--- src/rtl/keypad_scanner_if.sv ---
// Keypad scanner signal bundle: keypad pins plus the decoded key-event outputs.
// master is the scanner side; slave is the keypad/consumer side.
interface keypad_scanner_if;
  logic [3:0] rows;
  logic [3:0] cols;
  logic       KeyValid;
  logic [3:0] KeyCode;
  logic       Digit;
  logic       Add;
  logic       Sub;
  logic       Mult;
  logic       Div;
  logic       Start;
  logic       ClrKey;

  modport master (
    input  rows,
    output cols, KeyValid, KeyCode, Digit, Add, Sub, Mult, Div, Start, ClrKey
  );

  modport slave (
    output rows,
    input  cols, KeyValid, KeyCode, Digit, Add, Sub, Mult, Div, Start, ClrKey
  );
endinterface

--- src/rtl/keypad_scanner.sv ---
// 4x4 keypad scanner: column drive, row synchroniser, press/release debounce and
// one-cycle decoded key events.
module keypad_scanner #(
  parameter int unsigned SCAN_DIV = 1000,
  parameter int unsigned DEBOUNCE = 20000
) (
  input logic              Clock,
  input logic              Clear_n,
  keypad_scanner_if.master kp
);

  localparam int unsigned DwellW = $clog2(SCAN_DIV);
  localparam int unsigned DbW    = $clog2(DEBOUNCE + 1);
  localparam logic [DwellW-1:0] DwellLast = DwellW'(SCAN_DIV - 1);
  localparam logic [DbW-1:0]    DbLast    = DbW'(DEBOUNCE);

  typedef enum logic [1:0] {StScan, StPressDb, StHold, StRelDb} state_e;

  state_e            state_q;
  logic [3:0]        rows_m_q, rows_s_q;
  logic [3:0]        pattern_q;
  logic [1:0]        row_q;
  logic [1:0]        col_q;
  logic [3:0]        cols_q;
  logic [DwellW-1:0] dwell_q;
  logic [DbW-1:0]    db_q;
  logic              key_valid_q;
  logic [3:0]        code_q;
  // {Digit, Add, Sub, Mult, Div, Start, ClrKey}
  logic [6:0]        class_q;

  logic       one_low;
  logic [1:0] row_idx;
  logic [3:0] key_code;
  logic [6:0] key_class;

  always_comb begin
    one_low = 1'b1;
    row_idx = 2'd0;
    case (rows_s_q)
      4'b1110: row_idx = 2'd0;
      4'b1101: row_idx = 2'd1;
      4'b1011: row_idx = 2'd2;
      4'b0111: row_idx = 2'd3;
      default: one_low = 1'b0;
    endcase
  end

  always_comb begin
    key_code = 4'h0;
    case ({row_q, col_q})
      4'd0:  key_code = 4'h1;
      4'd1:  key_code = 4'h2;
      4'd2:  key_code = 4'h3;
      4'd3:  key_code = 4'hA;
      4'd4:  key_code = 4'h4;
      4'd5:  key_code = 4'h5;
      4'd6:  key_code = 4'h6;
      4'd7:  key_code = 4'hB;
      4'd8:  key_code = 4'h7;
      4'd9:  key_code = 4'h8;
      4'd10: key_code = 4'h9;
      4'd11: key_code = 4'hC;
      4'd12: key_code = 4'hE;
      4'd13: key_code = 4'h0;
      4'd14: key_code = 4'hF;
      default: key_code = 4'hD;
    endcase
  end

  always_comb begin
    key_class = 7'b0000000;
    if (key_code <= 4'h9) begin
      key_class = 7'b1000000;
    end else begin
      case (key_code)
        4'hA:    key_class = 7'b0100000;
        4'hB:    key_class = 7'b0010000;
        4'hC:    key_class = 7'b0001000;
        4'hD:    key_class = 7'b0000100;
        4'hF:    key_class = 7'b0000010;
        default: key_class = 7'b0000001;
      endcase
    end
  end

  always_ff @(posedge Clock or negedge Clear_n) begin
    if (!Clear_n) begin
      state_q     <= StScan;
      rows_m_q    <= 4'hF;
      rows_s_q    <= 4'hF;
      pattern_q   <= 4'hF;
      row_q       <= 2'd0;
      col_q       <= 2'd0;
      cols_q      <= 4'b1110;
      dwell_q     <= '0;
      db_q        <= '0;
      key_valid_q <= 1'b0;
      code_q      <= 4'h0;
      class_q     <= 7'b0000000;
    end else begin
      rows_m_q    <= kp.rows;
      rows_s_q    <= rows_m_q;
      key_valid_q <= 1'b0;
      class_q     <= 7'b0000000;
      unique case (state_q)
        StScan: begin
          if (dwell_q != DwellLast) begin
            dwell_q <= dwell_q + DwellW'(1);
          end else begin
            dwell_q <= '0;
            if (one_low) begin
              row_q     <= row_idx;
              pattern_q <= rows_s_q;
              db_q      <= DbW'(1);
              state_q   <= StPressDb;
            end else begin
              col_q  <= col_q + 2'd1;
              cols_q <= {cols_q[2:0], cols_q[3]};
            end
          end
        end
        StPressDb: begin
          if (rows_s_q != pattern_q) begin
            // Any bounce abandons the press; scanning resumes on the next column.
            state_q <= StScan;
            db_q    <= '0;
            col_q   <= col_q + 2'd1;
            cols_q  <= {cols_q[2:0], cols_q[3]};
          end else if (db_q == DbLast) begin
            state_q     <= StHold;
            db_q        <= '0;
            key_valid_q <= 1'b1;
            class_q     <= key_class;
            code_q      <= key_code;
          end else begin
            db_q <= db_q + DbW'(1);
          end
        end
        StHold: begin
          if (rows_s_q == 4'hF) begin
            state_q <= StRelDb;
            db_q    <= DbW'(1);
          end
        end
        StRelDb: begin
          if (rows_s_q != 4'hF) begin
            state_q <= StHold;
            db_q    <= '0;
          end else if (db_q == DbLast) begin
            state_q <= StScan;
            db_q    <= '0;
            col_q   <= col_q + 2'd1;
            cols_q  <= {cols_q[2:0], cols_q[3]};
          end else begin
            db_q <= db_q + DbW'(1);
          end
        end
      endcase
    end
  end

  assign kp.cols     = cols_q;
  assign kp.KeyValid = key_valid_q;
  assign kp.KeyCode  = code_q;
  assign kp.Digit    = class_q[6];
  assign kp.Add      = class_q[5];
  assign kp.Sub      = class_q[4];
  assign kp.Mult     = class_q[3];
  assign kp.Div      = class_q[2];
  assign kp.Start    = class_q[1];
  assign kp.ClrKey   = class_q[0];

endmodule

--- src/flat_wrapper.sv ---
// flat-port wrapper written by rule: the top's interface ports become plain ports
module keypad_scanner_flat 
#(
  parameter int unsigned SCAN_DIV = 1000,
  parameter int unsigned DEBOUNCE = 20000
)
  (Clock, Clear_n, kp_rows, kp_cols, kp_KeyValid, kp_KeyCode, kp_Digit, kp_Add, kp_Sub, kp_Mult, kp_Div, kp_Start, kp_ClrKey);
  keypad_scanner_if kp_i ();
  input logic Clock;
  input logic Clear_n;
  input wire logic [$bits(kp_i.rows)-1:0] kp_rows;
  output wire logic [$bits(kp_i.cols)-1:0] kp_cols;
  output wire logic [$bits(kp_i.KeyValid)-1:0] kp_KeyValid;
  output wire logic [$bits(kp_i.KeyCode)-1:0] kp_KeyCode;
  output wire logic [$bits(kp_i.Digit)-1:0] kp_Digit;
  output wire logic [$bits(kp_i.Add)-1:0] kp_Add;
  output wire logic [$bits(kp_i.Sub)-1:0] kp_Sub;
  output wire logic [$bits(kp_i.Mult)-1:0] kp_Mult;
  output wire logic [$bits(kp_i.Div)-1:0] kp_Div;
  output wire logic [$bits(kp_i.Start)-1:0] kp_Start;
  output wire logic [$bits(kp_i.ClrKey)-1:0] kp_ClrKey;
  assign kp_i.rows = kp_rows;
  assign kp_cols = kp_i.cols;
  assign kp_KeyValid = kp_i.KeyValid;
  assign kp_KeyCode = kp_i.KeyCode;
  assign kp_Digit = kp_i.Digit;
  assign kp_Add = kp_i.Add;
  assign kp_Sub = kp_i.Sub;
  assign kp_Mult = kp_i.Mult;
  assign kp_Div = kp_i.Div;
  assign kp_Start = kp_i.Start;
  assign kp_ClrKey = kp_i.ClrKey;
  keypad_scanner #(.SCAN_DIV(SCAN_DIV), .DEBOUNCE(DEBOUNCE)) u_core (.Clock(Clock), .Clear_n(Clear_n), .kp(kp_i));
endmodule
--- config.mk ---
export PLATFORM = sky130hd
export DESIGN_NAME = keypad_scanner_flat
export DESIGN_NICKNAME = d
export VERILOG_FILES = /design/src/rtl/keypad_scanner_if.sv /design/src/rtl/keypad_scanner.sv /design/src/flat_wrapper.sv
export SDC_FILE = /design/constraint.sdc
export NUM_CORES = 1
export LEC_CHECK = 0
export ABC_AREA = 1
export CORE_MARGIN = 3
export CORE_UTILIZATION = 28
export DETAILED_ROUTE_END_ITERATION = 6
export SYNTH_ARGS = -nofsm -noshare
export SYNTH_HDL_FRONTEND = slang
export SYNTH_SLANG_ARGS = --single-unit
--- constraint.sdc ---
create_clock -name Clock -period 1.5 [get_ports Clock]
set_clock_uncertainty 0.05 [all_clocks]
set_input_delay 0.375 -clock Clock [delete_from_list [all_inputs] [get_ports Clock]]
set_output_delay 0.375 -clock Clock [all_outputs]
set_load 0.01 [all_outputs]
==> impl_metrics.env <==
export IMPL_run_status="complete, but fails checks"
export IMPL_violations="setup timing"
export IMPL_clkLatencyLatePin_ns=0.33
export IMPL_finalCritPeriodShare=1.11
export IMPL_drv_slew=0
export IMPL_start_kind="flop"
export IMPL_track_usage=0.141
export IMPL_ioPinCount=22
export IMPL_overflow=0
export IMPL_required_ns=1.67
export IMPL_fin_nets=552
export IMPL_crit_family="simple AND/OR/NAND/NOR gates"
export IMPL_clockRootBuffer="clkbuf_16"
export IMPL_cts_max_level=3
export IMPL_instances_no_fill=686
export IMPL_grt_pass1_wl_mm=15.0
export IMPL_cp_arrival_ns=1.83
export IMPL_cpMostUsedCell="nand2_1"
export IMPL_synth_edf_count=0
export IMPL_cts_tree="done"
export IMPL_path_cells="nand2_4 > nand3_1 > nand2_1 > nand2_1 > nand2_1 > nor2_4 > nand2_4 > nand2_2 > nand2_2"
export IMPL_wirelength_mm=8.79
export IMPL_row_count=39
export IMPL_ir_worst_vdd_mv=0.740
export IMPL_powerDensity_nw_per_um2=733
export IMPL_max_slew_margin=0.700
export IMPL_crit_fanout=7
export IMPL_cts_buffer_depth=2
export IMPL_synth_cell_types=36
export IMPL_async_reset_ff_frac=1.00
export IMPL_area_delta_synth_final_pct=55.2
export IMPL_worstSetupStartpoint="u_core.rows_s_q[1]$_DFF_PN1_"
export IMPL_vias=3143
export IMPL_min_from="u_core.rows_m_q[2]$_DFF_PN1_"
export IMPL_die_h_microns=115
export IMPL_post_dp_hpwl_mm=5.95
export IMPL_wire_per_inst_microns=12.8
export IMPL_port_buffers=21
export IMPL_synth_main_ff_cell="dfrtp_1"
export IMPL_critPathBufInv=0
export IMPL_mostFrequentLayoutCell="nand2_1"
export IMPL_antenna_found_initial=0
export IMPL_synth_cells=422
export IMPL_diodes=0
export IMPL_synth_area_sq_um=3340
export IMPL_layout_common_cells="nand2_1, buf_4, dfrtp_1, nor2_1, inv_1"
export IMPL_worst_pin_slew_ns=0.449
export IMPL_r2r_slack_ns=-0.16
export IMPL_slowest_delay_ns=0.58
export IMPL_design_core_area_sq_um=11500
export IMPL_yosysWarningCount=0
export IMPL_layout_setup_ws_ns=-0.158
export IMPL_power_leakage_uw=0.00250
export IMPL_clk_pin_slew_ns=0.05
export IMPL_gp_routability_congestion=0.874
export IMPL_hold_viol=0
export IMPL_drt_iter0_markers=124
export IMPL_grt_pass1_vias=3243
export IMPL_dp_cells=653
export IMPL_die_w_microns=115
export IMPL_r2r_start="u_core.rows_s_q[1]$_DFF_PN1_"
export IMPL_synth_nets=436
export IMPL_fmax_mhz=603
export IMPL_drt_first_pass_iters=4
export IMPL_cap_violations=0
export IMPL_vias_per_cell=4.58
export IMPL_start_util=0.290
export IMPL_grt_max_degree=22
export IMPL_hp_class="reg2reg"
export IMPL_ys_seq_area_frac=0.448
export IMPL_cpMaxStageDelayCell="dfstp_2"
export IMPL_drc=0
export IMPL_avgSynthCellArea_sq_um=7.92
export IMPL_antenna_left=0
export IMPL_drive_above_1_share=0.457
export IMPL_crit_type="reg2reg"
export IMPL_die_area_sq_um=13300
export IMPL_finalPower_uw=3800
export IMPL_rsz0062_at_grt="true"
export IMPL_cp_end_kind="flop"
export IMPL_finalSetupViolCount=44
export IMPL_cts_buffers=9
export IMPL_synth_ff_latch_count=59
export IMPL_cts_sinks=59
export IMPL_fin_crit_ns=1.66
-- where the power goes --
part | internal (uW) | switching (uW) | total, uW
clock network | 1320 | 708 | 2030
logic | 59.6 | 89.5 | 149
registers | 1610 | 9.91 | 1620
-- timing repair --
item / CTS / global route
gates resized for setup: 102 / 56
hold buffers: 1 / 0
cloned: 1 / 0
pin swaps: 29 / 38
setup endpoints to repair: 59 / 50
endpoints found under the hold margin: 9 / 0
setup buffers: 3 / 14
-- logic make-up (layout without fill, tap and decap cells) --
kind of cell               Yosys count  count (layout)  synth area share
and+or+nand+nor                    251             251             0.363
DFF                                 59              59             0.448
buffers and inverters               56             177            0.0704
AOI/OAI and AO/OA                   39              39            0.0655
xor gates and xnor gates             9               9            0.0236
adders and majority gates            8               8            0.0300
-- registers in the layout, indices dropped and copies added, names as in the netlist --
register            count
u_core.db_q            15
u_core.state_q          2
u_core.row_q            2
u_core.kp.KeyCode       4
u_core.pattern_q        4
u_core.kp.KeyValid      1
u_core.col_q            2
u_core.kp.cols          4
u_core.class_q          7
u_core.rows_s_q         4
u_core.dwell_q         10
u_core.rows_m_q         4
-- per-stage QoR --
step                      setup TNS [ns]   util  worst slack [ns]  hold WS (ns)  instance area (sq um)
final                              -3.53  0.450            -0.158         0.296                   5190
after global routing               -8.13  0.450            -0.288         0.307                   5190
after CTS                          -3.44  0.423            -0.167         0.300                   4870
after detailed placement           -3.08  0.373            -0.156         0.297                   4290
after global placement             -2.06  0.373            -0.133         0.293                   4290
after floorplan                        0      -           0.00128        0.0294                   3360
-- final timing paths --
kind                                            endpoint  cells after the start
hold reg to reg             u_core.rows_s_q[2]$_DFF_PN1_                      0
min in group asynchronous     u_core.db_q[1]$_DFFE_PN0P_                      2
setup / recovery           u_core.kp.cols[0]$_DFFE_PN0P_                      9
setup reg to reg           u_core.kp.cols[0]$_DFFE_PN0P_                      9
hold / removal              u_core.rows_s_q[2]$_DFF_PN1_                      0
max in group asynchronous   u_core.rows_s_q[3]$_DFF_PN1_                      3
-- layer usage --
metal | part of all wire | GRT usage | vias to the layer above
met5 | 0 | 0 | -
met4 | 0.016 | 0.0556 | 0
met3 | 0.041 | 0.0363 | 12
met2 | 0.51 | 0.233 | 56
met1 | 0.43 | 0.177 | 1490
li1 | - | - | 1585
-- cell usage after synthesis (2+ instances only) --
| cell type | instances | area [sq um] |
|---|---|---|
| nand4_1 | 5 | 31.3 |
| inv_2 | 5 | 18.8 |
| nor2_4 | 4 | 45.0 |
| a21oi_1 | 8 | 40.0 |
| nand3_1 | 43 | 215 |
| inv_1 | 42 | 158 |
| o21ai_0 | 13 | 65.1 |
| nor2_8 | 4 | 80.1 |
| o21ai_1 | 9 | 45.0 |
| dfstp_2 | 15 | 394 |
| nor3_1 | 5 | 25.0 |
| xnor2_1 | 2 | 17.5 |
| buf_2 | 4 | 20.0 |
| nand2_4 | 5 | 56.3 |
| buf_6 | 2 | 22.5 |
| nand3_2 | 2 | 20.0 |
| nand3b_1 | 4 | 30.0 |
| nand2_1 | 113 | 424 |
| ha_1 | 8 | 100 |
| dfrtp_1 | 44 | 1100 |
| nor2_2 | 4 | 25.0 |
| o22ai_1 | 3 | 18.8 |
| nand2_2 | 5 | 31.3 |
| nor2_1 | 55 | 206 |
| xor2_1 | 7 | 61.3 |
-- final cells by class --
| class | instances | area, sq um |
|---|---|---|
| fill | 1080 | 6330 |
| multi-input combinational | 307 | 2030 |
| sequential | 59 | 1500 |
| timing repair buffer | 112 | 983 |
| clock buffer | 11 | 243 |
| inverter | 49 | 199 |
| tap | 143 | 179 |
| clock inverter | 5 | 52.6 |
No activity file was read; power rests on OpenSTA's default activity.
